===== src/rtl/unary_pkg.sv =====
// Shared types and width helpers for the unary dot-product datapath.
package unary_pkg;

    typedef enum logic [1:0] {
        IDLE,
        RUN,
        DONE
    } state_t;

    function automatic int calcChW(input int n);
        return (n > 1) ? $clog2(n) : 1;
    endfunction

    // The total never wraps: N*(2^WIDTH-1)^2 always fits in 2*WIDTH plus the channel bits.
    function automatic int calcAccW(input int width, input int n);
        return 2 * width + calcChW(n);
    endfunction

endpackage


===== src/rtl/unary_down_counter.sv =====
// Loadable down counter; load beats recycle, and recycle beats decrement.
module unary_down_counter #(
    parameter int WIDTH = 4
) (
    input  logic             clk,
    input  logic             reset,
    input  logic             i_en,
    input  logic             i_load,
    input  logic             i_recycle,
    input  logic [WIDTH-1:0] i_d,
    input  logic [WIDTH-1:0] i_q0,
    output logic [WIDTH-1:0] o_q
);

    logic [WIDTH-1:0] r_q;

    always_ff @(posedge clk) begin
        if (reset) begin
            r_q <= '0;
        end else if (i_load) begin
            r_q <= i_d;
        end else if (i_recycle) begin
            r_q <= i_q0;
        end else if (i_en) begin
            r_q <= r_q - 1'b1;
        end
    end

    assign o_q = r_q;

endmodule


===== src/rtl/unary_dot_product.sv =====
// Streams sum(w_i*x_i) as unary pulses on out, one channel at a time, with a binary running total.
module unary_dot_product
    import unary_pkg::*;
#(
    parameter  int WIDTH = 4,
    parameter  int N     = 4,
    localparam int CH_W  = calcChW(N),
    localparam int ACC_W = calcAccW(WIDTH, N)
) (
    input  logic             clk,
    input  logic             reset,
    input  logic             in_valid,
    output logic             in_ready,
    input  logic [WIDTH-1:0] w [N],
    input  logic [WIDTH-1:0] x [N],
    output logic             out,
    output logic             busy,
    output logic [CH_W-1:0]  ch_idx,
    output logic [ACC_W-1:0] total,
    output logic             done
);

    typedef logic [WIDTH-1:0] operand_t;

    state_t           r_state;
    state_t           w_nextState;
    operand_t         r_w [N];
    operand_t         r_x [N];
    logic [CH_W-1:0]  r_ch;
    logic [ACC_W-1:0] r_total;

    logic [CH_W-1:0]  w_nextCh;
    operand_t         w_curW;
    operand_t         w_curX;
    logic             w_zeroCh;
    logic             w_isLast;
    logic             w_accept;
    logic             w_chEnd;
    logic             w_load;
    logic             w_topEn;
    logic             w_botEn;
    logic             w_botRecycle;
    operand_t         w_loadW;
    operand_t         w_loadX;
    operand_t         w_topQ;
    operand_t         w_botQ;
    logic             w_out;

    assign w_curW   = r_w[r_ch];
    assign w_curX   = r_x[r_ch];
    assign w_zeroCh = (w_curW == '0) || (w_curX == '0);
    assign w_isLast = (r_ch == CH_W'(N - 1));
    assign w_nextCh = w_isLast ? '0 : r_ch + 1'b1;
    assign w_accept = in_valid && (r_state == IDLE);
    assign w_out    = (r_state == RUN) && !w_zeroCh;

    always_ff @(posedge clk) begin
        if (reset) begin
            r_state <= IDLE;
        end else begin
            r_state <= w_nextState;
        end
    end

    // The counters for the next channel load on the same edge the current channel ends, so there are no bubbles.
    always_comb begin
        w_nextState  = r_state;
        w_chEnd      = 1'b0;
        w_load       = 1'b0;
        w_topEn      = 1'b0;
        w_botEn      = 1'b0;
        w_botRecycle = 1'b0;
        w_loadW      = r_w[w_nextCh];
        w_loadX      = r_x[w_nextCh];
        case (r_state)
            IDLE: begin
                w_loadW = w[0];
                w_loadX = x[0];
                if (in_valid) begin
                    w_load      = 1'b1;
                    w_nextState = RUN;
                end
            end
            RUN: begin
                if (w_zeroCh) begin
                    w_chEnd = 1'b1;
                end else if (w_botQ > WIDTH'(1)) begin
                    w_botEn = 1'b1;
                end else if (w_topQ > WIDTH'(1)) begin
                    w_topEn      = 1'b1;
                    w_botRecycle = 1'b1;
                end else begin
                    w_chEnd = 1'b1;
                end
                if (w_chEnd) begin
                    if (w_isLast) begin
                        w_nextState = DONE;
                    end else begin
                        w_load = 1'b1;
                    end
                end
            end
            DONE: begin
                w_nextState = IDLE;
            end
            default: begin
                w_nextState = IDLE;
            end
        endcase
    end

    always_ff @(posedge clk) begin
        if (reset) begin
            r_ch    <= '0;
            r_total <= '0;
            for (int i = 0; i < N; i++) begin
                r_w[i] <= '0;
                r_x[i] <= '0;
            end
        end else if (w_accept) begin
            r_ch    <= '0;
            r_total <= '0;
            for (int i = 0; i < N; i++) begin
                r_w[i] <= w[i];
                r_x[i] <= x[i];
            end
        end else begin
            if (w_out) begin
                r_total <= r_total + 1'b1;
            end
            if ((r_state == RUN) && w_chEnd && !w_isLast) begin
                r_ch <= w_nextCh;
            end
        end
    end

    unary_down_counter #(
        .WIDTH(WIDTH)
    ) u_topCounter (
        .clk      (clk),
        .reset    (reset),
        .i_en     (w_topEn),
        .i_load   (w_load),
        .i_recycle(1'b0),
        .i_d      (w_loadW),
        .i_q0     ('0),
        .o_q      (w_topQ)
    );

    // The bottom counter reloads the current activation each time the top counter steps down.
    unary_down_counter #(
        .WIDTH(WIDTH)
    ) u_botCounter (
        .clk      (clk),
        .reset    (reset),
        .i_en     (w_botEn),
        .i_load   (w_load),
        .i_recycle(w_botRecycle),
        .i_d      (w_loadX),
        .i_q0     (w_curX),
        .o_q      (w_botQ)
    );

    assign in_ready = (r_state == IDLE);
    assign busy     = (r_state != IDLE);
    assign done     = (r_state == DONE);
    assign out      = w_out;
    assign ch_idx   = r_ch;
    assign total    = r_total;

endmodule

===== config.mk =====
export PLATFORM = sky130hd
export DESIGN_NAME = unary_dot_product
export DESIGN_NICKNAME = d
export VERILOG_FILES = /design/src/rtl/unary_pkg.sv /design/src/rtl/unary_down_counter.sv /design/src/rtl/unary_dot_product.sv
export SDC_FILE = /design/constraint.sdc
export NUM_CORES = 1
export LEC_CHECK = 0
export ABC_AREA = 0
export BUFFER_PORTS_ARGS = -buffer_cell sky130_fd_sc_hd__buf_2
export CAP_MARGIN = 30
export CORE_ASPECT_RATIO = 1.25
export CORE_MARGIN = 2
export CORE_UTILIZATION = 40
export CTS_CLUSTER_DIAMETER = 30
export DETAILED_ROUTE_END_ITERATION = 12
export GPL_TIMING_DRIVEN = 1
export PLACE_DENSITY = 0.62
export SLEW_MARGIN = 40
export SYNTH_ARGS = -nofsm -noshare
export SYNTH_HDL_FRONTEND = slang
export SYNTH_SLANG_ARGS = --single-unit
export TNS_END_PERCENT = 5

===== constraint.sdc =====
create_clock -name clk -period 3.7 [get_ports clk]
set_input_delay 0 -clock clk [delete_from_list [all_inputs] [get_ports clk]]
set_output_delay 0 -clock clk [all_outputs]
set_load 0.05 [all_outputs]

==> summary.md <==
| Metric | Value |
|---|---|
| Seq/Total Area, Yosys | `48.96%` |
| Fin crit period | `approximately 2700 ps` |
| Period utilization | `74.28%` |
| Final instance area | `3516 sq um` |
| Hold_sp | `x[5]` |
| Asr flop ratio synth | `0%` |
| Slew @ Worst Pin | `approximately 760 ps` |
| Worst hold-check path type | `in2reg` |
| Synthesized area per cell | `10.94 sq um` |
| Post-route ant nets | `0` |
| CTS Buf Count | `5` |
| Cell row count | `35` |
| Detailed-route via count | `~2300` |
| CP Class | `reg2out` |
| Dpl cells | `398` |
| Top FF cell, synth | `edfxtp_1` |
| Worst Path Required | `between 3000 and 4000 ps` |
| Postcts setup bufs | `0` |
| Clock sink count | `56` |
| Startpoint Class | `flop` |
| Post-Synthesis Cells | `269` |
| Drt first pass iters | `4` |
| Clock Latency Late Sink | `roughly 320 ps` |
| Total negative slack | `0 ps` |
| Yosys reg bits | `56` |
| Mapped cell area | `about 2900 sq um` |
| Final HPWL DP | `4621 um` |
| Rel. slew slack | `between 40% and 50%` |
| Via density per instance | `around 5.4` |
| Most common cell after layout, fill and taps aside | `buf_2` |
| Final setup fails | `0` |
| Final Non-Filler Cells | `approximately 420` |
| DRC viols | `0` |
| First-pass GRT wire length | `approximately 11000 um` |
| Die width | `80.74 um` |
| Vias in the first global route | `between 2000 and 2500` |
| Final wirelength | `roughly 6400 um` |
| Final nets | `372` |
| Worst Clk Skew | `12.03 ps` |
| Initial antenna violation count | `0` |
| Remaining global-route overflow | `0` |
| Die area | `slightly above 8000 sq um` |
| CTS root buf | `clkbuf_8` |
| Final hold violations | `1` |
| H-tree depth | `2` |
| Final core utilization | `between 40% and 50%` |
| Violated checks | `hold timing` |
| Syn Nets | `a little over 300` |
| Overall Global Routing Usage | `approximately 17%` |
| Final Wtd Congestion | `0.8264` |
| Share of layout cells above drive strength 1 | `roughly a quarter` |
| Fin Hold WS | `-0.2060 ps` |
| CTS clk-pin slew, worst paths | `approximately 100 ps` |
| Area Growth Syn to Fin | `19.42%` |
| Pleak | `between 1 and 1.5 nW` |
| Io pins | `51` |
| Max Fclk | `363.8 MHz` |
| Worst path arrival time | `~2800 ps` |
| Core area | `slightly above 7000 sq um` |
| Endpoint class of the critical path | `output port` |
| CTS Buffer Depth | `2` |
| Status | `complete, but fails checks` |
| DIE HEIGHT | `roughly 100 um` |
| Worst-path fanout max | `12` |
| Most frequent cells in the layout | `buf_2 (50), and3_1 (32), edfxtp_1 (32)` |
| # Max-Cap Violations | `0` |
| RSZ-0062 raised after global routing | `no` |
| I/O Buffers | `50` |
| Largest net degree at the start of global routing | `36` |
| CTS tree | `yes` |
| Worst vdd ir | `a little under 0.0002 V` |
| Ys Warns | `0` |
| Post-synth EDFFs | `32` |
| Placed cell areas | `~3200 sq um` |
| Post-synthesis cell type count | `between 40 and 50` |
| Initial drt markers | `90` |
| DR WL/cell | `15.12 um` |
| Antenna cells | `0` |
| P per Cell Area | `about 450 nW/um^2` |
| Initial Utilization | `a little over 40%` |
| Count of pins over their slew limit | `0` |
## cell families after synthesis
logic type,after synthesis,synth area share [%]
AND/OR/NAND/NOR,125,23.93
buffers and inverters,24,3.697
XOR/XNOR,11,3.273
adder cells (fa/ha/maj),6,2.550
AO/OA/AOI/OAI,31,7.055
multiplexers,16,10.54
flip-flops,56,48.96
## routing by layer
layer,GRT usage (%),vias up,wire length [um]
met4,6.649,0,165
met3,3.237,14,275
met1,20.48,1066,2636
met2,30.83,65,3332
met5,0,-,0
li1,-,1125,-
## final cells by class
class,count,area [sq um]
inverter,9,33.78
multi-input combinational,189,1394
tap,92,115.1
clock buffer,6,72.57
clock inverter,2,13.76
timing repair buffer,70,445.4
sequential,56,1441
fill,700,3754
## through the flow
| step | setup slack [ps] | total power, mW | hold slack [ps] |
|---|---|---|---|
| after CTS | 927.7 | 1.578 | 1.281 |
| after global placement | 1131 | 1.218 | 310.6 |
| after global routing | 816.3 | 1.655 | 4.850 |
| final | 951.5 | 1.566 | -0.2060 |
| after detailed placement | 1083 | 1.224 | 310.9 |
| after floorplan | 440.5 | 1.127 | 222.9 |
## power breakdown
group | switching [mW] | internal (mW) | leakage, nW | total (mW)
clock | 0.206 | 0.136 | 0.0456 | 0.341
sequential | 0.0540 | 0.721 | 0.540 | 0.775
combinational | 0.248 | 0.202 | 0.891 | 0.450
total | 0.507 | 1.06 | 1.48 | 1.57
## timing repair
action	4_1_cts	5_1_grt
endpoints found under the hold margin	19	0
resized for setup	0	0
hold buffers	18	0
endpoints found under the setup margin	0	0
## final timing paths
check,to,slack (ps),cells after the start
setup reg to reg,total[8]$_SDFFE_PP0P_,1100,6
hold reg to reg,u_topCounter.o_q[1]$_SDFFE_PP0P_,490,2
setup / recovery,out,950,5
hold / removal,r_x[2][1]$_SDFFCE_PN0P_,-0.2,2
## cells in the mapped netlist (3+ instances only)
library cell | number | area, sq um
edfxtp_1 | 32 | 960.9
nand3_1 | 8 | 40.04
clkbuf_1 | 9 | 33.78
o21ai_0 | 7 | 35.03
buf_2 | 3 | 15.01
xnor2_1 | 9 | 78.83
nor4b_1 | 3 | 26.28
ha_1 | 6 | 75.07
mux2i_1 | 4 | 40.04
nor2_1 | 31 | 116.4
mux4_2 | 12 | 270.3
nor4_1 | 6 | 37.54
nand2_1 | 15 | 56.30
nor3_1 | 12 | 60.06
and3_1 | 32 | 200.2
inv_1 | 8 | 30.03
a21oi_1 | 7 | 35.03
a22oi_1 | 3 | 22.52
dfxtp_1 | 24 | 480.5
## flip-flops by register name, summed over array words and instances, names as in the netlist, named ones only
name and cells:
u_botCounter.o_q 4, r_state 2, r_x 16, r_w 16, total 10, ch_idx 2, u_topCounter.o_q 4
## critical path: stages, from the launching register on
cell,delay (ps)
dfxtp_1,550
mux4_2,570
or4_4,600
nand4b_1,430
inv_1,70
buf_2,220
No activity file was read; power rests on OpenSTA's default activity.
